## src/rtl/input_conditioner_pkg.sv

```systemverilog
// Shared state encodings and helpers for the input conditioner's debounce FSM.
package input_conditioner_pkg;

   typedef enum logic [1:0] {
      STABLE_LOW  = 2'b00,
      CHECK_HIGH  = 2'b01,
      STABLE_HIGH = 2'b10,
      CHECK_LOW   = 2'b11
   } debounce_state_e;

   // The accepted output level is implied by the state alone.
   function automatic logic levelOf(debounce_state_e s);
      return (s == STABLE_HIGH) || (s == CHECK_LOW);
   endfunction

endpackage

```

## src/rtl/tick_gen.sv

```systemverilog
// Free-running prescaler producing a one-cycle sample strobe every CLK_DIV enabled cycles.
module tick_gen #(
   parameter int CLK_DIV = 4
) (
   input  logic Clock,
   input  logic Reset,
   input  logic Enable,
   output logic SampleTick
);

   localparam int CNT_W = (CLK_DIV > 1) ? $clog2(CLK_DIV) : 1;
   localparam logic [CNT_W-1:0] CNT_LAST = CNT_W'(CLK_DIV - 1);

   logic [CNT_W-1:0] count_q, count_d;
   logic             atLast;

   always_comb begin
      atLast  = (count_q == CNT_LAST);
      count_d = count_q;
      if (Enable) begin
         count_d = atLast ? '0 : count_q + 1'b1;
      end
   end

   always_ff @(posedge Clock) begin
      if (Reset) begin
         count_q <= '0;
      end else begin
         count_q <= count_d;
      end
   end

   // Gated with Reset so no strobe is visible while the block is held in reset.
   assign SampleTick = Enable & atLast & ~Reset;

endmodule

```

## src/rtl/input_conditioner.sv

```systemverilog
// Synchronizes and debounces a raw external level; CleanOut changes only after
// DEBOUNCE_N consecutive agreeing sample ticks.
module input_conditioner
   import input_conditioner_pkg::*;
#(
   parameter int CLK_DIV    = 4,
   parameter int DEBOUNCE_N = 3
) (
   input  logic Clock,
   input  logic Reset,
   input  logic RawIn,
   input  logic Enable,
   output logic CleanOut,
   output logic SampleTick,
   output logic Changed
);

   localparam int AGREE_W = $clog2(DEBOUNCE_N + 1);
   localparam logic [AGREE_W-1:0] AGREE_ONE  = AGREE_W'(1);
   localparam logic [AGREE_W-1:0] AGREE_DONE = AGREE_W'(DEBOUNCE_N);

   logic                sync1_q, sync2_q;
   logic                tick;
   debounce_state_e     state_q, state_d;
   logic [AGREE_W-1:0]  agreeCnt_q, agreeCnt_d;
   logic [AGREE_W-1:0]  agreeNext;
   logic                cleanOut_q, cleanOut_d;
   logic                changed_q, changed_d;

   tick_gen #(
      .CLK_DIV(CLK_DIV)
   ) u_tick (
      .Clock     (Clock),
      .Reset     (Reset),
      .Enable    (Enable),
      .SampleTick(tick)
   );

   // Two-flop synchronizer; it keeps running even while Enable is low.
   always_ff @(posedge Clock) begin
      if (Reset) begin
         sync1_q <= 1'b0;
         sync2_q <= 1'b0;
      end else begin
         sync1_q <= RawIn;
         sync2_q <= sync1_q;
      end
   end

   always_comb begin
      state_d    = state_q;
      agreeCnt_d = agreeCnt_q;
      agreeNext  = agreeCnt_q + AGREE_ONE;
      case (state_q)
         STABLE_LOW: begin
            if (tick && sync2_q) begin
               state_d    = CHECK_HIGH;
               agreeCnt_d = AGREE_ONE;
            end
         end
         CHECK_HIGH: begin
            if (tick) begin
               if (!sync2_q) begin
                  state_d    = STABLE_LOW;
                  agreeCnt_d = '0;
               end else if (agreeNext == AGREE_DONE) begin
                  state_d    = STABLE_HIGH;
                  agreeCnt_d = '0;
               end else begin
                  agreeCnt_d = agreeNext;
               end
            end
         end
         STABLE_HIGH: begin
            if (tick && !sync2_q) begin
               state_d    = CHECK_LOW;
               agreeCnt_d = AGREE_ONE;
            end
         end
         CHECK_LOW: begin
            if (tick) begin
               if (sync2_q) begin
                  state_d    = STABLE_HIGH;
                  agreeCnt_d = '0;
               end else if (agreeNext == AGREE_DONE) begin
                  state_d    = STABLE_LOW;
                  agreeCnt_d = '0;
               end else begin
                  agreeCnt_d = agreeNext;
               end
            end
         end
         default: begin
            state_d    = STABLE_LOW;
            agreeCnt_d = '0;
         end
      endcase
      // Output level tracks the next state so CleanOut moves on the same edge as the state.
      cleanOut_d = levelOf(state_d);
      changed_d  = (cleanOut_d != cleanOut_q);
   end

   always_ff @(posedge Clock) begin
      if (Reset) begin
         state_q    <= STABLE_LOW;
         agreeCnt_q <= '0;
         cleanOut_q <= 1'b0;
         changed_q  <= 1'b0;
      end else begin
         state_q    <= state_d;
         agreeCnt_q <= agreeCnt_d;
         cleanOut_q <= cleanOut_d;
         changed_q  <= changed_d;
      end
   end

   assign CleanOut   = cleanOut_q;
   assign Changed    = changed_q;
   assign SampleTick = tick;

endmodule
```

## config.mk

```make
export PLATFORM = sky130hd
export DESIGN_NAME = input_conditioner
export DESIGN_NICKNAME = d
export VERILOG_FILES = /design/src/rtl/input_conditioner_pkg.sv /design/src/rtl/tick_gen.sv /design/src/rtl/input_conditioner.sv
export SDC_FILE = /design/constraint.sdc
export NUM_CORES = 1
export LEC_CHECK = 0
export CAP_MARGIN = 10
export CORE_AREA = 2 2 39 41
export DETAILED_ROUTE_END_ITERATION = 6
export DIE_AREA = 0 0 41 43
export DONT_BUFFER_PORTS = 1
export GPL_TIMING_DRIVEN = 0
export PLACE_DENSITY = 0.46
export SLEW_MARGIN = 40
export SYNTH_ARGS = -nofsm -noshare
export SYNTH_HDL_FRONTEND = slang
export SYNTH_SLANG_ARGS = --single-unit
```

## constraint.sdc

```tcl
create_clock -name Clock -period 2.4 [get_ports Clock]
set_clock_uncertainty 0.05 [all_clocks]
set_input_delay 0.36 -clock Clock [delete_from_list [all_inputs] [get_ports Clock]]
set_output_delay 0.36 -clock Clock [all_outputs]
set_load 0.03 [all_outputs]
```

Word-level counts from Yosys, hierarchy flattened --
Index checks and enable logic that the tools add are counted.
Cells by class: mux-type cells 18, equality and inequality tests 12, reductions and logical operators 6, bitwise logic cells 3, add/sub/neg operators 2
Operators by type and width (number):
- $mux W2 | 16
- $pmux W2 S4 | 2
- $eq A2 B2 Y1 const B | 6
- $ne A2 B2 Y1 const B | 4
- $add A2 B1 Y2 const B | 2
- $reduce_and A4 Y1 | 1
- $and A1 B1 Y1 | 2
- $eq A2 B1 Y1 const B | 1
- $logic_and A1 B1 Y1 | 2
- $logic_not A2 Y1 | 1
- $logic_not A1 Y1 | 1
- $logic_or A1 B1 Y1 | 1
- $ne A1 B1 Y1 | 1
- $not A1 Y1 | 1
Word-level totals: output and inout port bits 3, flip-flop bits (word level) 10, input bits 4

Depth between registers and ports, before layout --
word-level depth 9, gate-level depth with buffers 5, depth with buffers taken out 5

Modules after synthesis --
Synthesis repeated with hierarchy kept, for this count alone.
Second synthesis, totals: cells, all modules 45, area, all modules 445.4 µm²
Modules (own cells, without submodules):
- input_conditioner | cells an instance 35, times used 1, area an instance 351.6 µm², seq. area each 160.2 µm²
- tick_gen | cells an instance 10, times used 1, area an instance 93.8 µm², seq. area each 40.0 µm²

Worst setup path after synthesis --
OpenSTA, ideal clock, no wires.
path kind reg2reg, start register u_tick.count_q[0], end register agreeCnt_q[0], path slack 1.132 ns, cell stages (with the launch flop) 6, clock period less this slack 1.268 ns, setup time 0.091 ns, arrival 1.127 ns, buffers on the path 0, path through dfxtp_1 > ha_1 > nand3b_4 > inv_2 > a31oi_1 > a311oi_1
On the way: longest elaborated chain between the ends 6, elaborated cells on any way between the ends 10
RTL lines:
- start: declaration | line tick_gen.sv:14 | logic [CNT_W-1:0] count_q, count_d;
- start signal: assignment | line tick_gen.sv:29 | count_q <= count_d;
- $eq A2 B2 Y1 (*) | line tick_gen.sv:18 | atLast = (count_q == CNT_LAST);
- $and A1 B1 Y1 (*) (2 in a row) | line tick_gen.sv:34 | assign SampleTick = Enable & atLast & ~Reset;
- via SampleTick | line input_conditioner.sv:14 | output logic SampleTick,
- $logic_and A1 B1 Y1, on equally long branches | line input_conditioner.sv:75, input_conditioner.sv:56
- $ne A2 B2 Y1 (no line)
- $reduce_and A4 Y1 (no line) (*)
- end signal: assignment | line input_conditioner.sv:111 | agreeCnt_q <= agreeCnt_d;
- end: declaration | line input_conditioner.sv:25 | logic [AGREE_W-1:0] agreeCnt_q, agreeCnt_d;
Mark *: on every way through the listed nets, which the timed path passes. The rest lies on a longest branch. A chain may end at the register's enable or synchronous reset.

Worst setup path after layout --
start register u_tick.count_q[0], end output port SampleTick
On the way: longest elaborated chain between the ends 3
RTL lines (line):
- $eq A2 B2 Y1 | tick_gen.sv:18
- $and A1 B1 Y1 (2 in a row) | tick_gen.sv:34
- end: declaration | input_conditioner.sv:14
Every way passes these cells.

==> summary.txt <==
STA
  • Fin crit share: 0.6678
  • Measured slew at the worst slew-check pin: 0.4067 ns
  • Rel. slew slack: 0.7285
  • Finish-stage setup viols: 0
  • Final setup margin: 0.7974 ns
  • Final hold violations: 0
  • Tmin final: 1.603 ns
  • Max Slew Vio Count: 0
  • RSZ-0062 raised after global routing: false
  • Achievable frequency: 624.0 MHz
  • TNS Setup: 0 ns

Logic synthesis
  • Synth Area in Compound Gates: 0.1408
  • Post-Synth XOR/XNOR Area: 0.03662
  • Cell variety after synth: 22
  • Most frequent cell after synthesis: dfxtp_1
  • Mapped Cells: 45
  • Synth Warn #: 0
  • Cell taking the most area after synthesis: dfxtp_1
  • Syn nets: 50
  • Synth Area per Inst: 9.871 µm²
  • Simple-gate share of the synthesized area: 0.2789
  • Combinational family with the most area after synthesis: simple AND/OR/NAND/NOR gates
  • Share of the synthesized area in the top cell type: 0.4507
  • Synth Area in Adders: 0.02817
  • Synth area leaders: dfxtp_1 45%, nor3b_1 6.8%, mux2i_1 4.5%
  • Post-synthesis sequential area ratio: 0.4507
  • Share of flip-flops with an asynchronous set or reset: 0
  • Primary FF master, synth: dfxtp_1
  • Number of synthesized flops with an enable pin: 0
  • Post-synthesis mux area share: 0.04507
  • Mapped cell area: 444.2 µm²
  • Most common library cells after synthesis: 10 x dfxtp_1, 4 x nor3b_1
  • #FFs+latches synth: 10

Clocking
  • Max Root-Sink Buffers: 2
  • Clock Latency Late Sink: 0.27 ns
  • Post-CTS Setup Bufs: 0
  • Clk sinks: 10
  • H-tree lvl count: 1
  • CTS Hold Bufs: 0
  • CTS tree: built
  • CTS Buf Count: 3
  • Worst-path clk slew: 0.07 ns
  • Root buf cell: clkbuf_4
  • Post_cts resized: 0

Route
  • Initial DRC Count: 8
  • Drt total wl: 902 µm
  • Drt drc: 0
  • Final ANT Viol Nets: 0
  • Vias: 347
  • Drt first pass iters: 2
  • Vias/cell: 5.338
  • Drt wl/cell: 13.88 µm

Floorplanning
  • CORE AREA: 1384 µm²
  • Initial Utilization: 0.3210
  • Top Ports: 7
  • X dimension of the die: 41 µm
  • Rows: 14
  • Full die area: 1763 µm²
  • Die height: 43 µm

Place
  • RePlAce Congestion: 0.6846
  • DP Area: 464.2 µm²
  • Pre-CTS WS: 1.012 ns
  • Inst Count DP: 61
  • DP Wirelength: 646.2 µm
  • IO buf count: 0

Power and ir drop
  • VDD IR max: 318.8 µV
  • PD cells: 689.5 nW/µm²
  • Leakage power: 0.2064 nW

Worst setup path
  • Buf/Inv on CP: 1
  • CP Cell Sequence: ha_1 > nand3b_4 > inv_2
  • Worst path max stage delay: 0.36 ns
  • Worst Path Arrival: 1.19 ns
  • Top delay family on crit path: flip-flops
  • Startpoint Class: flip-flop
  • Req. time, crit path: 1.99 ns
  • Max Fanout on Critical Path: 8
  • Slowest cell on crit path: dfxtp_1
  • Worst setup EP type: primary output
  • Crit path kind: reg -> out

Layout
  • Post-Route Utilization: 0.3617
  • Layout cells sized above 1: 0.1633
  • Diodes inserted: 0
  • Synth-to-layout area growth: 12.68%
  • Cell area after layout: 500.5 µm²
  • FILL cells: 132
  • Layout Nets: 55
  • Fin cells: 65

Flow run
  • Max-cap check violation count: 0

Global routing
  • Total GRT Usage: 0.1284
  • Global-route wire length before repair: 1483 µm
  • Initial antenna violation count: 0
  • Vias in the first global route: 372
  • Largest net degree at the start of global routing: 11
  • Total gr overflow: 0

Status
  • Status: finished, final reports clean

Worst hold path
  • Hold WC Path Type: in -> reg
## placed cells by master (no fill, tap or decap), types with 2 or more instances in the layout
| master | n |
|---|---|
| nor2b_1 | 3 |
| nand2_1 | 3 |
| nor3b_1 | 4 |
| dfxtp_1 | 10 |
| mux2i_1 | 2 |
| nor2_1 | 3 |
| a21oi_1 | 3 |
| nand3_1 | 2 |
| o21ai_0 | 2 |
| clkbuf_4 | 3 |
## metrics by stage
step                      hold WS (ns)  power (mW)
after floorplan                 0.3638      0.1898
after global placement          0.3745      0.1917
after detailed placement        0.3846      0.1941
after CTS                       0.1606      0.3450
after global routing            0.1786      0.3585
final                           0.1637      0.3451
## area by class of cell
type | instances | area, µm² | share of cell area
multi-input cells | 33 | 235.2 | 0.4700
clock buffers | 4 | 36.28 | 0.07250
flip-flops and latches | 10 | 200.2 | 0.4000
well taps | 16 | 20.02 | 0.04000
inverters | 1 | 3.754 | 0.007500
plain buffers | 1 | 5.005 | 0.01000
## state kept, by name, indices dropped and copies added (netlist names)
name and cells:
agreeCnt_q 2, state_q 2, u_tick.count_q 2, Changed 1, CleanOut 1, sync1_q 1, sync2_q 1
## worst register-to-register path, delay by kind of cell, from the launching register on
kind            cells  cell delay (ns)
simple gates        1             0.11
fa+ha+maj           1             0.23
buf+inv             1             0.22
compound gates      2             0.35
flops               1             0.36
## per-layer routing
metal | up-vias | track usage | part of all wire
met2 | 7 | 0.1938 | 0.46
met1 | 167 | 0.1382 | 0.46
met4 | 0 | 0.08000 | 0.025
li1 | 169 | - | -
met3 | 4 | 0.05759 | 0.053
met5 | - | 0 | 0
## power by group
part           internal [mW]  leakage, nW  switching, mW
sequential             0.170       0.0814        0.00321
clock                 0.0923       0.0210         0.0632
combinational        0.00764        0.104        0.00823
## path summary, 6_finish.rpt
kind / from / to / slack, ns / cells past startpoint
worst min register to register: sync1_q / sync2_q / 0.39 / 1
worst max-delay path: u_tick.count_q[0] / SampleTick / 0.80 / 3
worst max register to register: u_tick.count_q[0] / agreeCnt_q[0] / 0.99 / 5
worst min-delay path: RawIn / sync1_q / 0.16 / 1
## cell families after synthesis
family | Yosys count
and+or+nand+nor | 19
AOI/OAI and AO/OA | 10
DFF | 10
buffers and inverters | 2
muxes | 2
xor gates and xnor gates | 1
adders and majority gates | 1
(Power assumes the default switching activity.)
